$ cat config.mk
export PLATFORM = sky130hd
export DESIGN_NAME = div_sequencer
export DESIGN_NICKNAME = d
export VERILOG_FILES = /design/src/rtl/alu_pkg.sv /design/src/rtl/div_core.sv /design/src/rtl/div_sequencer.sv
export SDC_FILE = /design/constraint.sdc
export NUM_CORES = 2
export LEC_CHECK = 0
export CORE_MARGIN = 5
export CORE_UTILIZATION = 60
export CTS_CLUSTER_SIZE = 30
export DETAILED_ROUTE_END_ITERATION = 16
export GPL_TIMING_DRIVEN = 0
export HOLD_SLACK_MARGIN = 0.15
export PLACE_DENSITY = 0.81
export SYNTH_ARGS = -nofsm -noshare
export SYNTH_HDL_FRONTEND = slang
export SYNTH_SLANG_ARGS = --single-unit
export TNS_END_PERCENT = 50
$ cat constraint.sdc
create_clock -name clk -period 10.1 [get_ports clk]
set_clock_uncertainty 0.2 [all_clocks]
set_input_delay 2.02 -clock clk [delete_from_list [all_inputs] [get_ports clk]]
set_output_delay 2.02 -clock clk [all_outputs]
set_load 0.01 [all_outputs]
$ cat src/rtl/alu_pkg.sv
// Shared ALU definitions: M-extension divide/remainder op codes, the divide
// sequencer state encoding, and op-class decode helpers.
package alu_pkg;

    localparam logic [5:0] OP_DIV   = 6'b100011;
    localparam logic [5:0] OP_DIVU  = 6'b100100;
    localparam logic [5:0] OP_REM   = 6'b100101;
    localparam logic [5:0] OP_REMU  = 6'b100110;
    localparam logic [5:0] OP_DIVW  = 6'b101000;
    localparam logic [5:0] OP_DIVUW = 6'b101001;
    localparam logic [5:0] OP_REMW  = 6'b101010;
    localparam logic [5:0] OP_REMUW = 6'b101011;

    typedef enum logic [2:0] {
        IDLE,
        PREP,
        ITER,
        FIX,
        DONE
    } divState_e;

    function automatic logic isDivOp(input logic [5:0] op);
        return op inside {OP_DIV, OP_DIVU, OP_REM, OP_REMU,
                          OP_DIVW, OP_DIVUW, OP_REMW, OP_REMUW};
    endfunction

    function automatic logic isWOp(input logic [5:0] op);
        return op inside {OP_DIVW, OP_DIVUW, OP_REMW, OP_REMUW};
    endfunction

    function automatic logic isSignedOp(input logic [5:0] op);
        return op inside {OP_DIV, OP_REM, OP_DIVW, OP_REMW};
    endfunction

    function automatic logic isRemOp(input logic [5:0] op);
        return op inside {OP_REM, OP_REMU, OP_REMW, OP_REMUW};
    endfunction

endpackage

$ cat src/rtl/div_core.sv
// Restoring shift/subtract divider datapath: load aligns the unsigned
// operands, each step retires one quotient bit into the low end of quoReg.
module div_core #(
    parameter int unsigned BUS_DATA_WIDTH = 64
) (
    input  logic                      clk,
    input  logic                      load,
    input  logic                      step,
    input  logic [BUS_DATA_WIDTH-1:0] dividend,
    input  logic [BUS_DATA_WIDTH-1:0] divisor,
    output logic [BUS_DATA_WIDTH-1:0] quotient,
    output logic [BUS_DATA_WIDTH-1:0] remainder
);

    localparam int unsigned W = BUS_DATA_WIDTH;

    logic [W-1:0] quoReg;
    logic [W-1:0] remReg;
    logic [W-1:0] divReg;
    logic [W:0]   shifted;
    logic [W:0]   trial;

    // Trial subtraction of the divisor from the shifted partial remainder;
    // trial[W] set means the subtraction went negative (restore).
    always_comb begin
        shifted = {remReg, quoReg[W-1]};
        trial   = shifted - {1'b0, divReg};
    end

    // Operand load and one restoring iteration per step.
    always_ff @(posedge clk) begin
        if (load) begin
            quoReg <= dividend;
            remReg <= '0;
            divReg <= divisor;
        end else if (step) begin
            quoReg <= {quoReg[W-2:0], ~trial[W]};
            remReg <= trial[W] ? shifted[W-1:0] : trial[W-1:0];
        end
    end

    assign quotient  = quoReg;
    assign remainder = remReg;

endmodule

$ cat src/rtl/div_sequencer.sv
// Multi-cycle integer divide/remainder sequencer for the execute stage.
// Optional feature: define DIV_RESULT_CACHE_EN to keep the last completed
// quotient/remainder pair and answer a matching request without iterating.
module div_sequencer
    import alu_pkg::*;
#(
    parameter int unsigned BUS_DATA_WIDTH = 64
) (
    input  logic                      clk,
    input  logic                      reset,
    input  logic                      inValid,
    input  logic [5:0]                inAluControl,
    input  logic [BUS_DATA_WIDTH-1:0] inDataReg1,
    input  logic [BUS_DATA_WIDTH-1:0] inDataReg2,
    input  logic [4:0]                inDestRegister,
    input  logic                      inFlush,
    output logic                      outStall,
    output logic                      outBusy,
    output logic                      outValid,
    output logic [BUS_DATA_WIDTH-1:0] outResult,
    output logic [4:0]                outDestRegister
);

    localparam int unsigned W  = BUS_DATA_WIDTH;
    localparam int unsigned CW = $clog2(W) + 1;

    function automatic logic [W-1:0] sext32(input logic [W-1:0] x);
        return {{(W-32){x[31]}}, x[31:0]};
    endfunction

    function automatic logic [W-1:0] fitWidth(input logic w, input logic [W-1:0] x);
        return w ? sext32(x) : x;
    endfunction

    divState_e     state, stateNext;
    logic [5:0]    opReg;
    logic [W-1:0]  aReg, bReg;
    logic [4:0]    destReg;
    logic [W-1:0]  qRes, rRes;
    logic [CW-1:0] cnt;

    logic          opW, opSigned, opRem;
    logic [W-1:0]  aExt, bExt, aMag, bMag, coreDividend, minNeg;
    logic          aNeg, bNeg, divZero, overflow;
    logic [W-1:0]  coreQuo, coreRem, qSigned, rSigned;
    logic          coreLoad, coreStep;
    logic          accept, cacheHit;
    logic [W-1:0]  hitQ, hitR;

    assign opW      = isWOp(opReg);
    assign opSigned = isSignedOp(opReg);
    assign opRem    = isRemOp(opReg);
    assign accept   = inValid && isDivOp(inAluControl) && !inFlush;

    // Operand extension, magnitudes, special-case detection and sign fix-up.
    // W dividends are parked in the upper half so 32 steps leave the
    // quotient in the low half.
    always_comb begin
        aExt = opW ? (opSigned ? sext32(aReg) : {{(W-32){1'b0}}, aReg[31:0]}) : aReg;
        bExt = opW ? (opSigned ? sext32(bReg) : {{(W-32){1'b0}}, bReg[31:0]}) : bReg;
        aNeg = opSigned && aExt[W-1];
        bNeg = opSigned && bExt[W-1];
        aMag = aNeg ? -aExt : aExt;
        bMag = bNeg ? -bExt : bExt;
        coreDividend = opW ? {aMag[31:0], {(W-32){1'b0}}} : aMag;
        minNeg   = opW ? {{(W-31){1'b1}}, {31{1'b0}}} : {1'b1, {(W-1){1'b0}}};
        divZero  = (bExt == '0);
        overflow = opSigned && (aExt == minNeg) && (bExt == '1);
        qSigned  = (aNeg ^ bNeg) ? -coreQuo : coreQuo;
        rSigned  = aNeg ? -coreRem : coreRem;
    end

    div_core #(
        .BUS_DATA_WIDTH(W)
    ) uCore (
        .clk      (clk),
        .load     (coreLoad),
        .step     (coreStep),
        .dividend (coreDividend),
        .divisor  (bMag),
        .quotient (coreQuo),
        .remainder(coreRem)
    );

`ifdef DIV_RESULT_CACHE_EN
    logic         cacheValid, cacheSigned, cacheW;
    logic [W-1:0] cacheA, cacheB, cacheQ, cacheR;

    assign cacheHit = cacheValid && (inDataReg1 == cacheA) && (inDataReg2 == cacheB) &&
                      (isSignedOp(inAluControl) == cacheSigned) &&
                      (isWOp(inAluControl) == cacheW);
    assign hitQ = cacheQ;
    assign hitR = cacheR;

    // Capture the pair only once an operation is actually delivered.
    always_ff @(posedge clk) begin
        if (!reset) begin
            cacheValid  <= 1'b0;
            cacheSigned <= 1'b0;
            cacheW      <= 1'b0;
            cacheA      <= '0;
            cacheB      <= '0;
            cacheQ      <= '0;
            cacheR      <= '0;
        end else if (state == DONE && !inFlush) begin
            cacheValid  <= 1'b1;
            cacheSigned <= opSigned;
            cacheW      <= opW;
            cacheA      <= aReg;
            cacheB      <= bReg;
            cacheQ      <= qRes;
            cacheR      <= rRes;
        end
    end
`else
    assign cacheHit = 1'b0;
    assign hitQ     = '0;
    assign hitR     = '0;
`endif

    // State register.
    always_ff @(posedge clk) begin
        if (!reset) state <= IDLE;
        else        state <= stateNext;
    end

    // Next-state, stall and datapath control; a flush overrides everything.
    always_comb begin
        stateNext = state;
        outStall  = 1'b0;
        coreLoad  = 1'b0;
        coreStep  = 1'b0;
        case (state)
            IDLE: begin
                if (accept) begin
                    outStall  = 1'b1;
                    stateNext = cacheHit ? DONE : PREP;
                end
            end
            PREP: begin
                outStall  = 1'b1;
                coreLoad  = 1'b1;
                stateNext = (divZero || overflow) ? DONE : ITER;
            end
            ITER: begin
                outStall = 1'b1;
                coreStep = 1'b1;
                if (cnt == CW'(1)) stateNext = FIX;
            end
            FIX: begin
                outStall  = 1'b1;
                stateNext = DONE;
            end
            DONE:    stateNext = IDLE;
            default: stateNext = IDLE;
        endcase
        if (inFlush) stateNext = IDLE;
    end

    // Request capture, iteration count and result registers.
    always_ff @(posedge clk) begin
        if (!reset) begin
            opReg   <= '0;
            aReg    <= '0;
            bReg    <= '0;
            destReg <= '0;
            qRes    <= '0;
            rRes    <= '0;
            cnt     <= '0;
        end else begin
            case (state)
                IDLE: begin
                    if (accept) begin
                        opReg   <= inAluControl;
                        aReg    <= inDataReg1;
                        bReg    <= inDataReg2;
                        destReg <= inDestRegister;
                        if (cacheHit) begin
                            qRes <= hitQ;
                            rRes <= hitR;
                        end
                    end
                end
                PREP: begin
                    cnt <= opW ? CW'(32) : CW'(W);
                    if (divZero) begin
                        qRes <= '1;
                        rRes <= fitWidth(opW, aExt);
                    end else if (overflow) begin
                        qRes <= fitWidth(opW, aExt);
                        rRes <= '0;
                    end
                end
                ITER: cnt <= cnt - CW'(1);
                FIX: begin
                    qRes <= fitWidth(opW, qSigned);
                    rRes <= fitWidth(opW, rSigned);
                end
                default: ;
            endcase
        end
    end

    assign outValid        = (state == DONE) && !inFlush;
    assign outBusy         = (state != IDLE);
    assign outResult       = opRem ? rRes : qRes;
    assign outDestRegister = destReg;

endmodule

==> results by group <==
Clock tree
  – Post-CTS Setup Bufs: 0
  – Post-CTS Resized: 0
  – Skew-Pair Late Insertion Delay: 0.64 ns
  – CTS Hold Bufs: 0
  – Total CTS buffers: 49
  – Clock sinks: 469
  – Clk buf depth: 3
  – CTS tree: yes
  – Clock slew at reported path FFs: 0.06 ns
  – Htree depth: 2
  – Root buffer cell: clkbuf_16

Cells and area
  – Layout Nets: 4076
  – Most frequent cells in the layout: nand2_1, a21oi_1, dfxtp_1
  – Fillers: 3856
  – Leading cell type in the layout, fill and taps excluded: nand2_1
  – Area occupied by multi-input gates: 16600 um2
  – Reg area: 10700 um2
  – Area Overhead vs Synth: 16.8%
  – Share of cells above drive strength 1: 5.26%
  – Final Non-Filler Cells: 4518

Floorplan
  – IO Count: 215
  – CORE AREA: 47500 um2
  – Die height: 229 um
  – Die area: 52300 um2
  – Horiz. Die Dim: 229 um
  – Row Count: 80
  – Initial core utilization: 60.4%

Setup path
  – Arr. time, crit path: 4.01 ns
  – Crit Reg-Reg Endpoint: uCore.remainder[56]
  – Reg2Reg Depth: 14
  – WS Path Type: primary input to output pin
  – Startpoint types: primary input
  – Worst setup path startpoint: inAluControl[1]
  – Crit Path Max Fanout: 3
  – CP endpoint kind: output pin
  – Reg2Reg Setup Slack: 4.31 ns
  – WP data required: 7.88 ns
  – Worst R2R Start: uCore.quotient[63]

Detailed routing
  – Post-DRT Antenna Nets: 0
  – DR vias: 29800
  – Drt drc: 0
  – DR iter-0 viols: 4822
  – Wire length per cell: 26.0 um
  – WL final: 118000 um
  – Vias per inst: 6.60
  – Drt first pass iters: 7

Job
  – MaxCap Viol Count: 0

STA
  – Final period util: 61.7%
  – Slew margin rel.: 11.0%
  – Final setup vio count: 0
  – Max Clk Rate: 161 MHz
  – Worst setup margin: 3.87 ns
  – RSZ-0062 raised after global routing: no
  – Post-Route Setup TNS: 0 ns
  – Max Slew Vio Count: 0
  – Final hold vios: 0
  – Period minus WS final: 6.23 ns
  – Slew @ Worst Pin: 1.33 ns

Logic synthesis
  – Cell count after synthesis: 3594
  – Synth async-reset ratio: 0%
  – Syn Nets: 3809
  – Sequential element share of the synthesized area: 37.2%
  – Mapped Area: 28700 um2
  – Yosys cell types: 79
  – Syn_area_per_cell: 7.99 um2
  – Yosys reg bits: 469
  – EDFF count, synth: 128
  – Synth warnings: 0
  – Ys flop type: dfxtp_1

Global routing
  – First-pass GRT wire length: 172000 um
  – Aggregate global-route resource usage: 42.7%
  – Pin count of the biggest net entering global routing: 66
  – Vias in the first global route: 27100
  – Grt total ovfl: 0
  – Antenna violations before repair: 6

Power and ir drop
  – Leakage: 12.3 nW
  – Power density over the cells: 162 nW/um2
  – Peak supply drop: 0.155 mV

Placed design
  – Dpl cells: 4425
  – PortBufs: 214
  – DP HPWL: 93300 um
  – Worst slack, placed: 3.95 ns
  – GPL Wtd Cong: 1.10

Outcome
  – Status: finished, final reports clean

Hold path
  – Worst Hold Class: flop to flop
  – Hold Path Cell Cnt: 2
  – Hold endpoint: qRes[36]
  – Hold Crit Start: qRes[36]
logic make-up after synthesis:
family	after synthesis	synth area share, %
fa+ha+maj	72	3.16
compound gates	1029	21.8
simple gates	1236	19.3
mux	120	4.46
flops	469	37.2
xor+xnor	302	9.21
buf+inv	366	4.94
per-stage QoR:
step	cell area (um2)	utilization, %	power [W]	hold slack, ns
finish	33500	70.5	0.00545	0.254
global route	33500	70.5	0.00562	0.271
CTS	33500	70.5	0.00539	0.253
detailed placement	31700	66.7	0.00338	0.241
global placement	31600	66.5	0.00336	0.232
floorplan	28700	-	0.00298	0.220
area by class of cell:
| type | count | share of cell area (%) |
|---|---|---|
| multi-input combinational | 2759 | 49.6 |
| sequential | 469 | 31.8 |
| timing repair buffer | 216 | 6.53 |
| clock buffer | 63 | 4.43 |
| buffer | 260 | 3.05 |
| tap | 615 | 2.29 |
| inverter | 106 | 1.19 |
| clock inverter | 28 | 1.03 |
| antenna | 2 | 0.0149 |
synth_stat cells (8+ instances only):
library cell  instances  share of area (%)
o21ai_0             260                4.5
and2_1               13               0.28
o31ai_1              52                1.4
nand2_1             635                8.3
mux2i_1              56                2.0
o41ai_1              28               0.85
a211oi_1             18               0.47
a31oi_1              29               0.63
nor3_1              101                1.8
a22o_1               20               0.61
o221ai_1             51                1.6
or3_1                28               0.61
mux2_2               64                2.5
a2111oi_0             8               0.24
buf_1                 8               0.10
nor2b_1               9               0.20
a221oi_1             29               0.88
nand4_1              36               0.78
xnor2_1             170                5.2
buf_2                20               0.35
edfxtp_1            128                 13
clkbuf_1            229                3.0
and3_1               11               0.24
nor4_1               40               0.87
o211ai_1             12               0.31
a21oi_1             393                6.8
inv_1               106                1.4
or4_1                24               0.63
a21o_1               30               0.78
xor2_1              132                4.0
dfxtp_1             341                 24
nor2_1              229                3.0
a22oi_1              21               0.55
nand2b_1             18               0.39
o22ai_1              10               0.22
ha_1                 71                3.1
nand3_1              47               0.82
o21a_1               12               0.31
o21ai_1               8               0.14
critical path, stage by stage:
cell and delay (ns):
clkdlybuf4s50_1 0.43, a21oi_1 0.18, xnor2_1 0.13, nand4_1 0.21, a31oi_1 0.40, clkdlybuf4s50_1 0.62
registers in the layout, summed over array words and instances, names as in the netlist:
register         count
uCore.divReg        64
qRes                64
uCore.quotient      64
state                3
aReg                64
bReg                64
rRes                64
outDestRegister      5
opReg                6
uCore.remainder     64
cnt                  7
routing by layer:
| metal | wire length (um) | GRT usage [%] |
|---|---|---|
| met1 | 46700 | 60.3 |
| met2 | 45800 | 58.6 |
| met3 | 18300 | 14.7 |
| met4 | 6750 | 19.9 |
| met5 | 32 | 0 |
worst max path at each step:
stage,to,slack [ns],cells after the start
floorplan,outStall,5.14,4
global placement,uCore.quotient[26],3.86,9
detailed placement,outStall,3.95,6
CTS,outStall,3.90,6
global route,outStall,3.86,6
finish,outStall,3.87,6
report_power, final:
part / switching [W] / total, W / leakage, nW / internal (W)
combinational: 0.000826 / 0.00132 / 7.35 / 0.000498
clock: 0.000838 / 0.00204 / 0.911 / 0.00120
sequential: 0.000102 / 0.00208 / 4.00 / 0.00198
No activity file was read; power rests on OpenSTA's default activity.
